`src/rtl/sprite_pkg.sv`:
```
// Shared widths, ROM timing and fetch FSM state type for the sprite row fetch path.
package sprite_pkg;
    localparam int SPRITE_SEL_W = 3;
    localparam int WORD_ADDR_W  = 10;
    localparam int WORD_W       = 16;
    localparam int ROW_W        = 6;
    localparam int ROM_LATENCY  = 2;

    typedef enum logic [1:0] {
        IDLE,
        ISSUE,
        WAIT
    } fetch_state_t;
endpackage

```
`src/rtl/sprite_word_fifo.sv`:
```
// Synchronous FIFO holding {last, data} words returned from the sprite ROM.
module sprite_word_fifo
    import sprite_pkg::*;
#(
    parameter int WIDTH = WORD_W + 1,
    parameter int DEPTH = 4,
    localparam int CNT_W = $clog2(DEPTH + 1),
    localparam int PTR_W = (DEPTH > 1) ? $clog2(DEPTH) : 1
) (
    input  logic             clk,
    input  logic             rst_n,
    input  logic             flush,
    input  logic             push,
    input  logic [WIDTH-1:0] wdata,
    input  logic             pop,
    output logic [WIDTH-1:0] rdata,
    output logic [CNT_W-1:0] count
);
    logic [WIDTH-1:0] mem [DEPTH];
    logic [PTR_W-1:0] wr_ptr;
    logic [PTR_W-1:0] rd_ptr;
    logic             do_push;
    logic             do_pop;

    function automatic logic [PTR_W-1:0] ptr_next(input logic [PTR_W-1:0] p);
        return (p == PTR_W'(DEPTH - 1)) ? '0 : p + PTR_W'(1);
    endfunction

    assign do_pop  = pop && (count != '0);
    assign do_push = push && ((count != CNT_W'(DEPTH)) || do_pop);

    always_ff @(posedge clk) begin
        if (do_push) begin
            mem[wr_ptr] <= wdata;
        end
    end

    always_ff @(posedge clk) begin
        if (!rst_n || flush) begin
            wr_ptr <= '0;
            rd_ptr <= '0;
            count  <= '0;
        end else begin
            if (do_push) begin
                wr_ptr <= ptr_next(wr_ptr);
            end
            if (do_pop) begin
                rd_ptr <= ptr_next(rd_ptr);
            end
            case ({do_push, do_pop})
                2'b10:   count <= count + CNT_W'(1);
                2'b01:   count <= count - CNT_W'(1);
                default: count <= count;
            endcase
        end
    end

    // Empty FIFO presents zeros so stale storage never leaks onto the pixel bus.
    assign rdata = (count != '0) ? mem[rd_ptr] : '0;
endmodule

```
`src/rtl/sprite_row_fetcher.sv`:
```
// Fetches one sprite row from the fixed-latency ROM and streams it out over valid/ready.
module sprite_row_fetcher #(
    parameter int ROM_LATENCY = sprite_pkg::ROM_LATENCY,
    parameter int ROW_WORDS   = 16,
    parameter int FIFO_DEPTH  = 4
) (
    input  logic        clk,
    input  logic        rst_n,
    input  logic        req_valid_i,
    output logic        req_ready_o,
    input  logic [2:0]  req_sprite_i,
    input  logic [5:0]  req_row_i,
    input  logic        abort_i,
    output logic [2:0]  rom_sprite_sel_o,
    output logic [9:0]  rom_word_addr_o,
    input  logic [15:0] rom_data_i,
    output logic [15:0] pix_data_o,
    output logic        pix_valid_o,
    input  logic        pix_ready_i,
    output logic        pix_last_o,
    output logic        busy_o
);
    import sprite_pkg::*;

    localparam int CNT_W  = $clog2(ROW_WORDS);
    localparam int FCNT_W = $clog2(FIFO_DEPTH + 1);
    localparam int ICNT_W = $clog2(ROM_LATENCY + 1);
    localparam logic [ROM_LATENCY-1:0] EXIT_MASK = ROM_LATENCY'(1) << (ROM_LATENCY - 1);

    fetch_state_t            state;
    fetch_state_t            state_nxt;
    logic [SPRITE_SEL_W-1:0] sprite_q;
    logic [SPRITE_SEL_W-1:0] sel_hold;
    logic [WORD_ADDR_W-1:0]  base_q;
    logic [WORD_ADDR_W-1:0]  addr_hold;
    logic [WORD_ADDR_W-1:0]  issue_addr;
    logic [CNT_W-1:0]        cnt_q;
    logic [ROM_LATENCY-1:0]  pipe_vld;
    logic [ROM_LATENCY-1:0]  pipe_last;
    logic [ICNT_W-1:0]       inflight;
    logic [FCNT_W-1:0]       fifo_count;
    logic [WORD_W:0]         fifo_rdata;
    logic                    fifo_push;
    logic                    fifo_pop;
    logic                    credit;
    logic                    issue;
    logic                    issue_last;
    logic                    accept;
    logic                    pipe_draining;

    always_comb begin
        inflight = '0;
        for (int unsigned i = 0; i < ROM_LATENCY; i++) begin
            inflight = inflight + ICNT_W'(pipe_vld[i]);
        end
    end

    assign credit     = (32'(fifo_count) + 32'(inflight)) < 32'(FIFO_DEPTH);
    assign issue_addr = base_q + WORD_ADDR_W'(cnt_q);
    assign issue_last = (cnt_q == CNT_W'(ROW_WORDS - 1));
    // WAIT may leave once only the exiting token remains; its word lands in the FIFO on this edge.
    assign pipe_draining = ((pipe_vld & ~EXIT_MASK) == '0);

    always_ff @(posedge clk) begin
        if (!rst_n) begin
            state <= IDLE;
        end else begin
            state <= state_nxt;
        end
    end

    always_comb begin
        state_nxt = state;
        if (abort_i) begin
            state_nxt = IDLE;
        end else begin
            case (state)
                IDLE:    if (req_valid_i) state_nxt = ISSUE;
                ISSUE:   if (credit && issue_last) state_nxt = WAIT;
                WAIT:    if (pipe_draining) state_nxt = IDLE;
                default: state_nxt = IDLE;
            endcase
        end
    end

    always_comb begin
        req_ready_o      = (state == IDLE) && !abort_i;
        accept           = req_ready_o && req_valid_i;
        issue            = (state == ISSUE) && credit && !abort_i;
        rom_sprite_sel_o = issue ? sprite_q : sel_hold;
        rom_word_addr_o  = issue ? issue_addr : addr_hold;
    end

    always_ff @(posedge clk) begin
        if (!rst_n) begin
            sprite_q  <= '0;
            base_q    <= '0;
            cnt_q     <= '0;
            sel_hold  <= '0;
            addr_hold <= '0;
        end else begin
            if (accept) begin
                sprite_q <= req_sprite_i;
                base_q   <= WORD_ADDR_W'(req_row_i) << $clog2(ROW_WORDS);
                cnt_q    <= '0;
            end
            if (issue) begin
                sel_hold  <= sprite_q;
                addr_hold <= issue_addr;
                cnt_q     <= cnt_q + CNT_W'(1);
            end
        end
    end

    always_ff @(posedge clk) begin
        if (!rst_n || abort_i) begin
            pipe_vld  <= '0;
            pipe_last <= '0;
        end else begin
            pipe_vld  <= (pipe_vld << 1) | ROM_LATENCY'(issue);
            pipe_last <= (pipe_last << 1) | ROM_LATENCY'(issue && issue_last);
        end
    end

    assign fifo_push = pipe_vld[ROM_LATENCY-1];
    assign fifo_pop  = pix_valid_o && pix_ready_i;

    sprite_word_fifo #(
        .WIDTH (WORD_W + 1),
        .DEPTH (FIFO_DEPTH)
    ) u_fifo (
        .clk   (clk),
        .rst_n (rst_n),
        .flush (abort_i),
        .push  (fifo_push),
        .wdata ({pipe_last[ROM_LATENCY-1], rom_data_i}),
        .pop   (fifo_pop),
        .rdata (fifo_rdata),
        .count (fifo_count)
    );

    assign pix_valid_o = (fifo_count != '0);
    assign pix_data_o  = fifo_rdata[WORD_W-1:0];
    assign pix_last_o  = fifo_rdata[WORD_W];
    assign busy_o      = (state != IDLE) || pix_valid_o;

    no_fifo_overflow: assert property (@(posedge clk) disable iff (!rst_n)
        !(fifo_push && !fifo_pop && (fifo_count == FCNT_W'(FIFO_DEPTH))));
endmodule
```
`config.mk`:
```
export PLATFORM = sky130hd
export DESIGN_NAME = sprite_row_fetcher
export DESIGN_NICKNAME = d
export VERILOG_FILES = /design/src/rtl/sprite_pkg.sv /design/src/rtl/sprite_word_fifo.sv /design/src/rtl/sprite_row_fetcher.sv
export SDC_FILE = /design/constraint.sdc
export NUM_CORES = 1
export LEC_CHECK = 0
export CAP_MARGIN = 20
export CORE_ASPECT_RATIO = 2
export CORE_UTILIZATION = 54
export CTS_BUF_LIST = sky130_fd_sc_hd__clkbuf_4 sky130_fd_sc_hd__clkbuf_8 sky130_fd_sc_hd__clkbuf_16
export CTS_CLUSTER_DIAMETER = 80
export DETAILED_ROUTE_END_ITERATION = 7
export HOLD_SLACK_MARGIN = 0.08
export PLACE_DENSITY_LB_ADDON = 0.25
export SLEW_MARGIN = 0
export SYNTH_ARGS = -nofsm -noshare
export SYNTH_HDL_FRONTEND = slang
export SYNTH_HIERARCHICAL = 1
export SYNTH_SLANG_ARGS = --single-unit
```
`constraint.sdc`:
```
create_clock -name clk -period 3 [get_ports clk]
set_clock_uncertainty 0.1 [all_clocks]
set_input_delay 0.45 -clock clk [delete_from_list [all_inputs] [get_ports clk]]
set_output_delay 0.45 -clock clk [all_outputs]
set_load 0.05 [all_outputs]
```
==> results.txt, run 1 <==
maxcap violations = 0
Peak VDD IR = 0.000548 V
antenna violations before repair = 0
Worst-path clk slew = 0.07 ns
antenna viol nets, final = 0
worst skew pair latency = 0.34 ns
GR met1 Demand/Resource = 20.0%
DRT iter0 DRCs = 118
Sink Count = 109
startpoint type of the worst setup path = input pin
final setup margin = 0.0862 ns
HP Class = reg -> reg
share of cells above drive strength 1 = 26.6%
mapped cell area = 0.00442 sq mm
FFs w/ async S/R, synth = 0%
slowest CP cell = a211o_2
gr usage total = 19.6%
TritonCTS clock tree = built
internal power = 2.31 mW
CP peak stage delay = 0.55 ns
die width = 65.9 microns
Leak Pwr = 2.02 nW
routed wire length = 7800 microns
crit path buf inv count = 2
postcts setup bufs = 0
Post-synth EDFFs = 68
endpoint class of the critical path = output port
vias = 2653
crit path cell chain = clkdlybuf4s50_1 > or3b_1 > a211o_2 > mux2_4 > buf_4
total core area = 0.00794 sq mm
port bufs = 62
Syn Nets = 335
nets = 413
Pwr Density = 531 mW/mm^2
Post-Syn Instances = 297
DRC = 0
global placer's final weighted congestion = 0.757
final setup violation count = 0
Via density = 5.57
Data arrival, critical path = 2.36 ns
wire length per cell = 16.4 microns
minimum clock period = 2.91 ns
# IOs = 63
status = finished, final reports clean
largest net degree at the start of global routing = 21
first-pass GRT wire length = 12300 microns
grt ovf = 0
CTS resizes = 0
Final HPWL DP = 5500 microns
critical path's top delay family = buffers and inverters
die height = 130 microns
most used routing layer = met2
Crit Path Max Fanout = 20
Area Overhead vs Synth = 23.3%
Hold WS = 0.356 ns
Net Sw Power = 581 uW
hold buffers post-CTS = 0
Most used DFF post-synth = edfxtp_1
Netlist cell types = 46
clock group share of total power = 40.8%
sequential area share after synthesis = 64.8%
achievable clock frequency = 0.343 GHz
Final period util = 97.1%
total clock buffers created by CTS = 9
clk buf depth = 2
number of global-route vias before repair = 2578
post-synthesis register bit count = 109
row count = 46
Mean Syn Cell Area = 14.9 sq um
Final Hold Violating Endpoints = 0
final slew viol count = 0
Storage cell area = 0.00286 sq mm
H-tree levels = 3
Fill cells = 569
Sw Share = 20.1%
RSZ-0062 raised after global routing = false
DRT Pass-1 Iters = 4
Worst-Margin Slew = 0.882 ns
met3 usage in global routing = 3.93%
Setup CP Type = in -> out
Setup TNS = 0 ns
overall die area = 0.00856 sq mm
sequential group share of total power = 55.4%
CTS Root Cell = clkbuf_16
CP required = 2.45 ns
GR met2 Demand/Resource = 36.3%
pre-CTS setup slack = 0.0848 ns
Gate power share = 3.8%
multi-input logic area = 0.00145 sq mm
synth warn = 6
Initial Utilization = 55.6%
Rel. slew slack = 41.2%
antenna cells = 0
==> stage by stage <==
step                util [%]  power (mW)  std cells  cell area, sq um
finish                  68.5        2.89        476              5440
global route            68.5        2.97        476              5440
CTS                     68.5        2.92        476              5440
detailed placement      64.7        1.75        460              5140
global placement        64.7        1.74        460              5140
floorplan                  -        1.68        297              4420
==> worst paths after layout <==
kind              slack (ns)             from                  to  depth (start not counted)
hold / removal          0.36        base_q[9]           base_q[9]                          2
hold reg to reg         0.36        base_q[9]           base_q[9]                          2
setup reg to reg        0.50  u_fifo/count[0]    u_fifo/mem[2][0]                          6
setup / recovery        0.09          abort_i  rom_word_addr_o[2]                          5
==> registers in the layout, summed over array words and instances, names as in the netlist, named ones only <==
register       flops
addr_hold         10
base_q             6
cnt_q              4
pipe_last          2
pipe_vld           2
sel_hold           3
sprite_q           3
state              2
u_fifo/count       3
u_fifo/mem        68
u_fifo/rd_ptr      2
u_fifo/wr_ptr      2
==> layout by cell type, fill, tap and decap left out, types with 2 or more instances in the layout <==
cell type and n:
o31ai_1 2, buf_4 49, mux4_2 17, a31oi_1 2, nand3b_1 3, nor2b_1 17, o21ai_0 3, or3_1 4
edfxtp_1 68, clkbuf_16 9, ha_1 7, nand2b_1 2, and3_1 2, a21o_2 2, inv_6 2, mux2_4 13
clkdlybuf4s50_1 31, and2b_1 2, and2_1 19, nor2_1 10, a21oi_1 16, inv_1 6, mux2_1 2, nand3_1 5
dfxtp_1 41, nand2_1 21, nor3b_1 2
==> worst min-delay path, delay by kind of cell (launching register included) <==
family	cells	cell delay, ns
AO/OA/AOI/OAI	1	0.05
AND/OR/NAND/NOR	1	0.05
flip-flops	1	0.31
==> cells in the mapped netlist (4+ instances only) <==
cell,n,area share (%)
edfxtp_1,68,46
dfxtp_1,41,19
nand2_1,21,1.8
and2_1,19,2.7
mux4_2,17,8.7
nor2b_1,17,2.4
a21oi_1,16,1.8
mux2_4,13,4.4
nor2_1,10,0.85
ha_1,7,2.0
clkbuf_1,6,0.51
inv_1,6,0.51
nand3_1,5,0.57
or3_1,4,0.57
==> metal layers <==
layer / share of wire, % / wire (microns)
met3: 3.6 / 283
met2: 58 / 4560
met4: 2.6 / 206
met1: 35 / 2750
met5: 0 / 0
==> final cells by class <==
type	instances	area share [%]
clock inverter	7	1.47
sequential	109	52.6
clock buffer	9	4.14
multi-input combinational	168	26.6
timing repair buffer	80	12.5
tap	96	2.21
inverter	7	0.483
==> power groups by stage <==
| stage | logic [mW] | clock network, mW | registers, mW |
|---|---|---|---|
| 6_report | 0.109 | 1.18 | 1.60 |
| 5_1_grt | 0.117 | 1.25 | 1.60 |
| 4_1_cts | 0.110 | 1.21 | 1.60 |
| 3_5_place_dp | 0.110 | 0 | 1.64 |
| 3_3_place_gp | 0.106 | 0 | 1.64 |
| 2_1_floorplan | 0.0470 | 0 | 1.63 |
==> cell families after synthesis <==
group	after synthesis	synth area share (%)
buf+inv	20	2.32
simple gates	94	11.8
fa+ha+maj	8	2.44
compound gates	32	4.53
xor+xnor	1	0.198
mux	33	13.8
flops	109	64.8
No activity file was read; power rests on OpenSTA's default activity.
==> run 2: changes to the inputs <==
Settings changed: PLACE_DENSITY set to 0.85, PLACE_DENSITY_LB_ADDON 0.25 to unset.
==> results.txt, run 2 (synthesis results as in run 1) <==
total clock buffers created by CTS = 9
Leak Pwr = 1.99 nW
clk buf depth = 2
Min-Delay Path Depth = 2
Worst-Margin Slew = 0.898 ns
pre-CTS setup slack = 0.0557 ns
grt ovf = 0
Initial Utilization = 55.6%
final setup violation count = 0
number of global-route vias before repair = 2552
Final period util = 94.7%
first-pass GRT wire length = 12000 microns
CP required = 2.45 ns
nets = 406
antenna viol nets, final = 0
Via density = 5.53
RSZ-0062 raised after global routing = false
TritonCTS clock tree = built
routed wire length = 7670 microns
Worst-path clk slew = 0.07 ns
Final HPWL DP = 5480 microns
CTS Root Cell = clkbuf_16
global placer's final weighted congestion = 0.762
Placed Area = 0.00510 sq mm
Crit Path Max Fanout = 20
most frequent cells in the layout = 68 x edfxtp_1, 41 x buf_4, 40 x dfxtp_1
overall die area = 0.00856 sq mm
max reg flops = 68
Hold WS = 0.356 ns
die height = 130 microns
antenna cells = 0
row count = 46
H-tree levels = 3
Rel. slew slack = 40.1%
Setup CP Type = in -> out
Data arrival, critical path = 2.29 ns
largest registers = u_fifo/mem x68, addr_hold x10, base_q x6
minimum clock period = 2.84 ns
DRT iter0 DRCs = 162
final slew viol count = 0
total core area = 0.00794 sq mm
endpoint class of the critical path = output port
achievable clock frequency = 0.352 GHz
commonest non-fill, non-tap cell in the layout = edfxtp_1
Final Hold Violating Endpoints = 0
share of cells above drive strength 1 = 25.5%
Sink Count = 109
largest net degree at the start of global routing = 21
Peak VDD IR = 0.000429 V
DRC = 0
HP Class = reg -> reg
port bufs = 62
fin area = 0.00541 sq mm
final setup margin = 0.160 ns
maxcap violations = 0
# IOs = 63
status = finished, final reports clean
antenna violations before repair = 0
gr usage total = 19.0%
vias = 2592
wire length per cell = 16.3 microns
Setup TNS = 0 ns
DRT Pass-1 Iters = 4
reg2reg path depth = 6
die width = 65.9 microns
startpoint type of the worst setup path = input pin
Pwr Density = 534 mW/mm^2
Largest Register = u_fifo/mem
hold buffers post-CTS = 0
Area Overhead vs Synth = 22.6%
worst skew pair latency = 0.33 ns
==> run 2: final cells by class <==
class / instances / area, sq um
Fill cell: 546 / 2530
Tap cell: 96 / 120
Clock inverter: 5 / 65.1
Timing Repair Buffer: 73 / 638
Multi-Input combinational cell: 168 / 1460
Sequential cell: 109 / 2860
Clock buffer: 11 / 240
Inverter: 7 / 26.3
==> run 2: where the power goes <==
group	leakage [nW]	internal, mW	total, mW	switching [mW]
combinational	0.899	0.0549	0.108	0.0531
sequential	0.939	1.60	1.60	0.00581
clock	0.152	0.676	1.18	0.505
total	1.99	2.33	2.89	0.564
==> run 2: final timing paths <==
kind,start,slack (ns),endpoint
max,abort_i,0.16,rom_word_addr_o[5]
max reg2reg,u_fifo/count[0],0.64,u_fifo/mem[2][9]
min reg2reg,base_q[4],0.36,base_q[4]
min,base_q[4],0.36,base_q[4]
==> run 2: metrics by stage <==
step / power [mW] / instances / utilization, %
floorplan: 1.68 / 297 / -
global placement: 1.74 / 453 / 64.2
detailed placement: 1.74 / 453 / 64.2
CTS: 2.92 / 469 / 68.1
global route: 2.98 / 469 / 68.1
finish: 2.89 / 469 / 68.1
==> run 2: repair_timing <==
item	4_1_cts	5_1_grt
setup buffers	0	0
setup endpoints to repair	13	1
resized for setup	1	1
==> run 2: critical path: stages <==
cell and delay [ns]:
clkdlybuf4s50_1 0.41, or3b_1 0.41, a211o_4 0.47, mux2_4 0.35, buf_4 0.19
==> run 2: metal layers <==
layer | track usage (%) | wire length (microns) | vias to the layer above
met4 | 7.13 | 128 | 0
met1 | 19.5 | 2860 | 1287
met2 | 36.0 | 4370 | 59
met5 | 0 | 0 | -
met3 | 4.63 | 302 | 12
li1 | - | - | 1234
==> run 3: changes to the inputs <==
Settings changed: MAX_ROUTING_LAYER set to met4.
==> results.txt, run 3 (synthesis results as in run 1) <==
status = finished, final reports clean
most frequent cells in the layout = 68 x edfxtp_1, 41 x buf_4, 40 x dfxtp_1
gr usage total = 19.6%
commonest non-fill, non-tap cell in the layout = edfxtp_1
CP peak stage delay = 0.47 ns
Final HPWL DP = 5480 microns
total core area = 0.00794 sq mm
DRT Pass-1 Iters = 4
Worst-path clk slew = 0.07 ns
worst reg-to-reg setup slack = 0.64 ns
Rel. slew slack = 40.4%
die height = 130 microns
endpoint class of the critical path = output port
share of cells above drive strength 1 = 25.5%
crit path cell chain = clkdlybuf4s50_1 > or3b_1 > a211o_4 > mux2_4 > buf_4
achievable clock frequency = 0.352 GHz
postcts setup bufs = 0
grt ovf = 0
RSZ-0062 raised after global routing = false
largest registers = u_fifo/mem x68, addr_hold x10, base_q x6
Crit. Startpoint = abort_i
maxcap violations = 0
HP Class = reg -> reg
critical path's top delay family = buffers and inverters
startpoint type of the worst setup path = input pin
die width = 65.9 microns
minimum clock period = 2.84 ns
reg2reg path depth = 6
H-tree levels = 3
port bufs = 62
crit path buf inv count = 2
Initial Utilization = 55.6%
reg2reg start = u_fifo/count[0]
final setup violation count = 0
DRC = 0
overall die area = 0.00856 sq mm
Sink Count = 109
nets = 406
final slew viol count = 0
total clock buffers created by CTS = 9
Leak Pwr = 1.99 nW
clk buf depth = 2
cell depth of the worst setup path = 5
Pwr Density = 535 mW/mm^2
Power, Total = 2.89 mW
Final period util = 94.7%
worst skew pair latency = 0.34 ns
Largest Register = u_fifo/mem
antenna violations before repair = 0
Data arrival, critical path = 2.29 ns
max reg flops = 68
Setup TNS = 0 ns
antenna viol nets, final = 0
wire length per cell = 16.4 microns
vias = 2603
Final Hold Violating Endpoints = 0
DRT iter0 DRCs = 153
Area Overhead vs Synth = 22.6%
number of global-route vias before repair = 2555
Worst-Margin Slew = 0.894 ns
row count = 46
first-pass GRT wire length = 12000 microns
CP required = 2.45 ns
Crit Path Max Fanout = 20
routed wire length = 7710 microns
CTS Root Cell = clkbuf_16
largest net degree at the start of global routing = 21
antenna cells = 0
Peak VDD IR = 0.000429 V
CP endpoint = rom_word_addr_o[5]
Via density = 5.55
slowest CP cell = a211o_4
worst r2r dst = u_fifo/mem[2][0]
# IOs = 63
TritonCTS clock tree = built
global placer's final weighted congestion = 0.772
Setup CP Type = in -> out
run 3: worst min-delay path by stage:
stage | end | slack, ns | from | cells after the start
2_1_floorplan | base_q[4] | 0.34 | base_q[4] | 2
3_3_place_gp | base_q[4] | 0.34 | base_q[4] | 2
3_5_place_dp | base_q[4] | 0.35 | base_q[4] | 2
4_1_cts | base_q[4] | 0.36 | base_q[4] | 2
5_1_grt | pipe_last[1] | 0.37 | pipe_last[0] | 1
6_report | base_q[4] | 0.36 | base_q[4] | 2
run 3: worst reg2reg max path: cells and delay by family (launching register included):
| family | cells | cell delay [ns] |
|---|---|---|
| buffers and inverters | 1 | 0.18 |
| AND/OR/NAND/NOR | 5 | 1.33 |
| flip-flops | 1 | 0.37 |
run 3: routing by layer:
metal	global-route usage (%)	up-vias	wire, microns
li1	-	1236	-
met1	19.7	1288	2890
met3	4.37	14	306
met5	-	-	0
met2	36.0	65	4380
met4	7.13	0	134
run 3: stage by stage:
stage / setup WS, ns / hold WS (ns) / util, % / instances / cell area, sq um
global route: 0.120 / 0.369 / 68.1 / 469 / 5410
finish: 0.160 / 0.356 / 68.1 / 469 / 5410
global placement: 0.0778 / 0.343 / 64.2 / 453 / 5100
floorplan: 0.264 / 0.336 / - / 297 / 4420
CTS: 0.0719 / 0.361 / 68.1 / 469 / 5410
detailed placement: 0.0557 / 0.351 / 64.2 / 453 / 5100
run 3: area by class of cell:
| cell class | count | area [sq um] |
|---|---|---|
| Fill cell | 546 | 2530 |
| Sequential cell | 109 | 2860 |
| Multi-Input combinational cell | 168 | 1460 |
| Clock inverter | 5 | 65.1 |
| Clock buffer | 11 | 240 |
| Timing Repair Buffer | 73 | 638 |
| Tap cell | 96 | 120 |
| Inverter | 7 | 26.3 |
run 3: power by group:
| group | switching (mW) | internal [mW] | leakage, nW |
|---|---|---|---|
| Clock | 0.507 | 0.676 | 0.152 |
| Combinational | 0.0533 | 0.0549 | 0.899 |
| Sequential | 0.00580 | 1.60 | 0.939 |
run 3: what timing repair did:
| item | 4_1_cts | 5_1_grt |
|---|---|---|
| gates cloned | 0 | 0 |
| endpoints found under the setup margin | 13 | 1 |
| resized for setup | 1 | 1 |
| hold buffers | 0 | 0 |
